**src/rtl/counter_sweep_ctrl_pkg.sv**
```systemverilog
// Shared types and sizing for the counter sweep controller.
package counter_sweep_ctrl_pkg;

  localparam int WIDTH_DEFAULT = 4;
  localparam int LAPS_W        = 8;

  typedef enum logic [1:0] {
    ST_IDLE,
    ST_UP,
    ST_DOWN,
    ST_DONE
  } state_t;

endpackage

```
**src/rtl/updn_counter_core.sv**
```systemverilog
// Loadable up/down counter; load wins over count enable.
module updn_counter_core #(
  parameter int WIDTH = 4
) (
  input  logic             clk,
  input  logic             reset,
  input  logic             load,
  input  logic             en,
  input  logic             up_down,
  input  logic [WIDTH-1:0] d,
  output logic [WIDTH-1:0] q
);

  // NOTE: sequential state uses non-blocking assignments so every flop samples pre-edge values.
  always_ff @(posedge clk or negedge reset) begin
    if (!reset) begin
      q <= '0;
    end else if (load) begin
      q <= d;
    end else if (en) begin
      q <= up_down ? q + WIDTH'(1) : q - WIDTH'(1);
    end
  end

endmodule

```
**src/rtl/counter_sweep_ctrl.sv**
```systemverilog
// Sweep controller: counts lo..hi..lo once (mode 0) or ping-pongs (mode 1).
import counter_sweep_ctrl_pkg::*;

module counter_sweep_ctrl #(
  parameter int WIDTH = WIDTH_DEFAULT
) (
  input  logic              clk,
  input  logic              reset,
  input  logic              start,
  input  logic              stop,
  input  logic [WIDTH-1:0]  lo,
  input  logic [WIDTH-1:0]  hi,
  input  logic              mode,
  output logic [WIDTH-1:0]  count,
  output logic              up_down,
  output logic              busy,
  output logic              done,
  output logic              err,
  output logic [LAPS_W-1:0] laps
);

  state_t           state, state_n;
  logic [WIDTH-1:0] lo_q, hi_q;
  logic             mode_q;
  logic             dir_n;
  logic             load, en, step_up;
  logic             latch, laps_inc, err_n;

  updn_counter_core #(.WIDTH(WIDTH)) u_core (
    .clk     (clk),
    .reset   (reset),
    .load    (load),
    .en      (en),
    .up_down (step_up),
    .d       (lo),
    .q       (count)
  );

  assign busy = (state == ST_UP) || (state == ST_DOWN);
  assign done = (state == ST_DONE);

  // NOTE: every always_comb output gets a default first so no path can infer a latch.
  always_comb begin
    state_n  = state;
    dir_n    = up_down;
    load     = 1'b0;
    en       = 1'b0;
    step_up  = 1'b1;
    latch    = 1'b0;
    laps_inc = 1'b0;
    err_n    = 1'b0;
    unique case (state)
      ST_IDLE: begin
        if (start) begin
          if (lo <= hi) begin
            latch   = 1'b1;
            load    = 1'b1;
            dir_n   = 1'b1;
            state_n = ST_UP;
          end else begin
            err_n = 1'b1;
          end
        end
      end
      ST_UP: begin
        if (stop) begin
          state_n = ST_IDLE;
        end else if (count < hi_q) begin
          en = 1'b1;
        end else if (hi_q > lo_q) begin
          en      = 1'b1;
          step_up = 1'b0;
          dir_n   = 1'b0;
          state_n = ST_DOWN;
        end else if (mode_q) begin
          dir_n   = 1'b0;
          state_n = ST_DOWN;
        end else begin
          // Degenerate single sweep finishes after one busy cycle.
          state_n = ST_DONE;
        end
      end
      ST_DOWN: begin
        if (stop) begin
          state_n = ST_IDLE;
        end else if (count > lo_q) begin
          en      = 1'b1;
          step_up = 1'b0;
        end else if (mode_q) begin
          laps_inc = 1'b1;
          dir_n    = 1'b1;
          en       = (hi_q > lo_q);
          state_n  = ST_UP;
        end else begin
          state_n = ST_DONE;
        end
      end
      ST_DONE: state_n = ST_IDLE;
      default: state_n = ST_IDLE;
    endcase
  end

  always_ff @(posedge clk or negedge reset) begin
    if (!reset) begin
      state   <= ST_IDLE;
      up_down <= 1'b1;
      err     <= 1'b0;
      lo_q    <= '0;
      hi_q    <= '0;
      mode_q  <= 1'b0;
      laps    <= '0;
    end else begin
      state   <= state_n;
      up_down <= dir_n;
      err     <= err_n;
      if (latch) begin
        lo_q   <= lo;
        hi_q   <= hi;
        mode_q <= mode;
        laps   <= '0;
      end else if (laps_inc && (laps != '1)) begin
        laps <= laps + LAPS_W'(1);
      end
    end
  end

endmodule

```
**config.mk**
```make
export PLATFORM = sky130hd
export DESIGN_NAME = counter_sweep_ctrl
export DESIGN_NICKNAME = d
export VERILOG_FILES = /design/src/rtl/counter_sweep_ctrl_pkg.sv /design/src/rtl/updn_counter_core.sv /design/src/rtl/counter_sweep_ctrl.sv
export SDC_FILE = /design/constraint.sdc
export NUM_CORES = 1
export LEC_CHECK = 0
export CAP_MARGIN = 25
export CORE_ASPECT_RATIO = 0.5
export CORE_UTILIZATION = 54
export CTS_CLUSTER_SIZE = 30
export DETAILED_ROUTE_END_ITERATION = 6
export GPL_TIMING_DRIVEN = 0
export PLACE_DENSITY_LB_ADDON = 0.3
export SYNTH_ARGS = -nofsm -noshare
export SYNTH_HDL_FRONTEND = slang
export SYNTH_HIERARCHICAL = 1
export SYNTH_SLANG_ARGS = --single-unit
```
**constraint.sdc**
```tcl
create_clock -name clk -period 3.7 [get_ports clk]
set_input_delay 0.74 -clock clk [delete_from_list [all_inputs] [get_ports clk]]
set_output_delay 0.74 -clock clk [all_outputs]
set_load 0.005 [all_outputs]
```
==> flow_summary_export.csv <==
group,metric,value,unit
timing,max_slew.worst_pin.slew,0.5726,ns
critical_path,reg2reg_from,"u_core/q[2]",
die,io-pin-count,29,
timing,hold_viol,0,
logic_synthesis,post_synth.cell_area_avg,9.475,sq um
critical_path,crit_path_end_kind,"flip-flop",
detailed_routing,routed_wl,3960,microns
cts,cts_setup_buffers,0,
logic_synthesis,synth_seq_cells,25,
cts,numClockSinks,25,
pwr,power_density,691.1,nW/um^2
critical_path,worstReg2RegEnd,"u_core/q[3]",
detailed_routing,met2_length,1786,microns
finish,n_antenna_cell,0,
detailed_routing,routed.top_layer,"met4",
placement,place_inst,261,
finish,multi_input_comb_area,1085,sq um
finish,seqCellArea,626.9,sq um
pwr,leakagePower,0.9850,nW
global_routing,grt_max_degree,20,
hold_path,min_from,"lo_q[3]",
timing,worst_clock_skew,0.01026,ns
logic_synthesis,seq_area_frac_synth,0.3446,
cts,ctsHoldBuffers,0,
global_routing,overflow,0,
detailed_routing,via_per_inst,6.079,
timing,post-route-period-util,0.8879,
critical_path,crit_path_max_fanout,12,
detailed_routing,first_iter_violations,102,
logic_synthesis,ys_async_sr_fraction,1.000,
die,start_util,0.5868,
timing,fin_crit,3.285,ns
finish,area_delta_synth_final,22.21,%
finish,fin_util,0.7171,
logic_synthesis,synth_cells,192,
hold_path,hold_end,"lo_q[3]",
placement,placed_area,2177,sq um
logic_synthesis,synth_nets,228,
timing,slew_violations,0,
detailed_routing,vias,1611,
detailed_routing,dr.pass1.iters,6,
critical_path,r2r_setup_slack,0.57,ns
status,status,"complete, but fails checks",
die,die_h,43.04,microns
logic_synthesis,synth-warning-count,6,
critical_path,crit_required,3.86,ns
critical_path,worst-endpoint-arrival,3.44,ns
placement,place_hpwl,3080,microns
die,die_w,84.09,microns
placement,io_buffers,28,
pwr,ir_drop,0.3973,mV
global_routing,grt_first_pass_wirelength,7031,microns
logic_synthesis,synth.cell_area,1819,sq um
die,rows,14,
logic_synthesis,ys_types,50,
detailed_routing,routedWlPerCell,14.94,microns
timing,holdWs,0.5029,ns
die,dieArea,3619,sq um
global_routing,grt_usage,0.2481,
detailed_routing,ant_nets,0,
global_routing,grt_pass1_vias,1568,
hold_path,hold_path_class,"reg -> reg",
cts,cts_made_buffers,3,
placement,gp_congestion,0.8530,
timing,rsz0062_at_grt,"no",
finish,nets,262,
timing,slew_headroom,0.6142,
cts,clk_pin_slew,0.09,ns
finish,fin_cells,265,
die,design.core.area,3100,sq um
job,cap_violations,0,
timing,setup_violations,0,
cts,clock_latency,0.28,ns
critical_path,path_class,"in -> reg",
detailed_routing,drt-met1-wl,1900,microns
finish,final_cell_area,2223,sq um
critical_path,critPathLaunchType,"primary input",
cts,htree_num_levels,1,
hold_path,whs_path_depth,1,
timing,tns,0,ns
detailed_routing,dr_wl_met3,249,microns
cts,cts_resized,0,
timing,fmax,304.4,MHz
cts,cts_root_buf,"clkbuf_8",
logic_synthesis,synth-edff-count,0,
finish,drive_above_1_share,0.04889,
finish,fillers,238,
cts,cts.path.max_buffers,2,
logic_synthesis,synthFlopType,"dfrtp_1",
global_routing,antenna_found_initial,0,
critical_path,r2r_cells,11,
status,violations,"design-rule violations",
cts,cts_tree,"done",
detailed_routing,drcViolationCount,6,
-- power breakdown --
| group | internal [mW] | leakage [nW] | switching (mW) | total [mW] |
|---|---|---|---|---|
| clock network | 0.0755 | 0.0255 | 0.0910 | 0.167 |
| logic | 0.443 | 0.646 | 0.475 | 0.918 |
| registers | 0.362 | 0.313 | 0.0901 | 0.452 |
-- critical path, cell delays in order --
cell and delay (ns):
clkdlybuf4s50_1 0.45, inv_1 0.06, ha_1 0.31, a211oi_1 0.20, o21ai_1 0.11, o211ai_1 0.13, nor2b_1 0.15, buf_2 0.25
buf_2 0.30, clkbuf_1 0.36, nor2_1 0.10, a22oi_1 0.17, nand3_1 0.10
-- flip-flops by register name, indices dropped and copies added (netlist names) --
register	count
err	1
up_down	1
hi_q	4
laps	8
lo_q	4
mode_q	1
state	2
u_core/q	4
-- through the flow --
step / total power [mW] / worst slack (ns)
2_1_floorplan: 1.087 / 0.9219
3_3_place_gp: 1.311 / 0.2235
3_5_place_dp: 1.360 / 0.1323
4_1_cts: 1.533 / 0.4322
5_1_grt: 1.679 / 0.1982
6_report: 1.537 / 0.4149
-- how the worst max path moves through the flow --
stage	from	slack, ns	to	cells after the start
3_3_place_gp	hi[2]	0.22	u_core/q[3]	13
6_report	hi[2]	0.41	u_core/q[3]	13
4_1_cts	hi[2]	0.43	u_core/q[3]	13
2_1_floorplan	hi[2]	0.92	u_core/q[3]	11
3_5_place_dp	hi[2]	0.13	u_core/q[3]	13
5_1_grt	lo[2]	0.20	u_core/q[3]	12
-- cell families (layout without fill, tap and decap cells) --
family / count (synthesis) / in the layout / share of synthesized area
AND/OR/NAND/NOR: 55 / 55 / 0.1706
multiplexers: 11 / 11 / 0.06465
adder cells (fa/ha/maj): 23 / 23 / 0.1623
AO/OA/AOI/OAI: 51 / 51 / 0.1891
flip-flops: 25 / 25 / 0.3446
buffers and inverters: 25 / 58 / 0.05915
XOR/XNOR: 2 / 2 / 0.009630
-- per-layer routing --
metal  GRT usage  vias up
met5           0        -
met4     0.05172        0
met3     0.05642        4
met2      0.4295       52
met1      0.3231      775
li1            -      780
-- layout make-up --
cell class / instances / area share
multi-input cells: 142 / 0.4879
flip-flops and latches: 25 / 0.2819
repair buffers: 29 / 0.1384
inverters: 19 / 0.03208
well taps: 40 / 0.02251
clock buffers: 3 / 0.01857
plain buffers: 6 / 0.01632
clock inverters: 1 / 0.002251
-- placed cells by master, fill, tap and decap left out, types with 3 or more instances in the layout --
master            n
clkdlybuf4s50_1  28
dfrtp_1          24
ha_1             22
inv_1            19
a21oi_1          13
nand2_1          11
nor2_1           10
mux2_1            6
a211oi_1          5
o21ai_1           5
nand3_1           5
o21ai_0           5
mux2i_1           5
o31ai_1           5
or4_1             5
nand3b_1          4
nand4_1           4
nand2b_1          3
clkbuf_8          3
-- cell usage after synthesis, types with 2 or more instances --
library cell  instances  area, sq um
nor2b_1               2        12.51
o21ai_1               5        25.02
a21oi_1              13        65.06
o211ai_1              2        15.01
nand2_1              11        41.29
nand3b_1              4        30.03
nand3_1               5        25.02
mux2i_1               5        50.05
and3_1                2        12.51
o31ai_1               5        37.54
or4_1                 5        37.54
o21ai_0               5        25.02
inv_1                19        71.32
dfrtp_1              24        600.6
clkbuf_1              2        7.510
o21a_1                2        15.01
a21o_1                2        15.01
a211oi_1              5        37.54
a22oi_1               2        15.01
nor2_1               10        37.54
buf_2                 2        10.01
nand2b_1              3        18.77
mux2_1                6        67.56
nand4_1               4        25.02
ha_1                 22        275.3
Note: power is estimated with default switching activity, not from simulation.
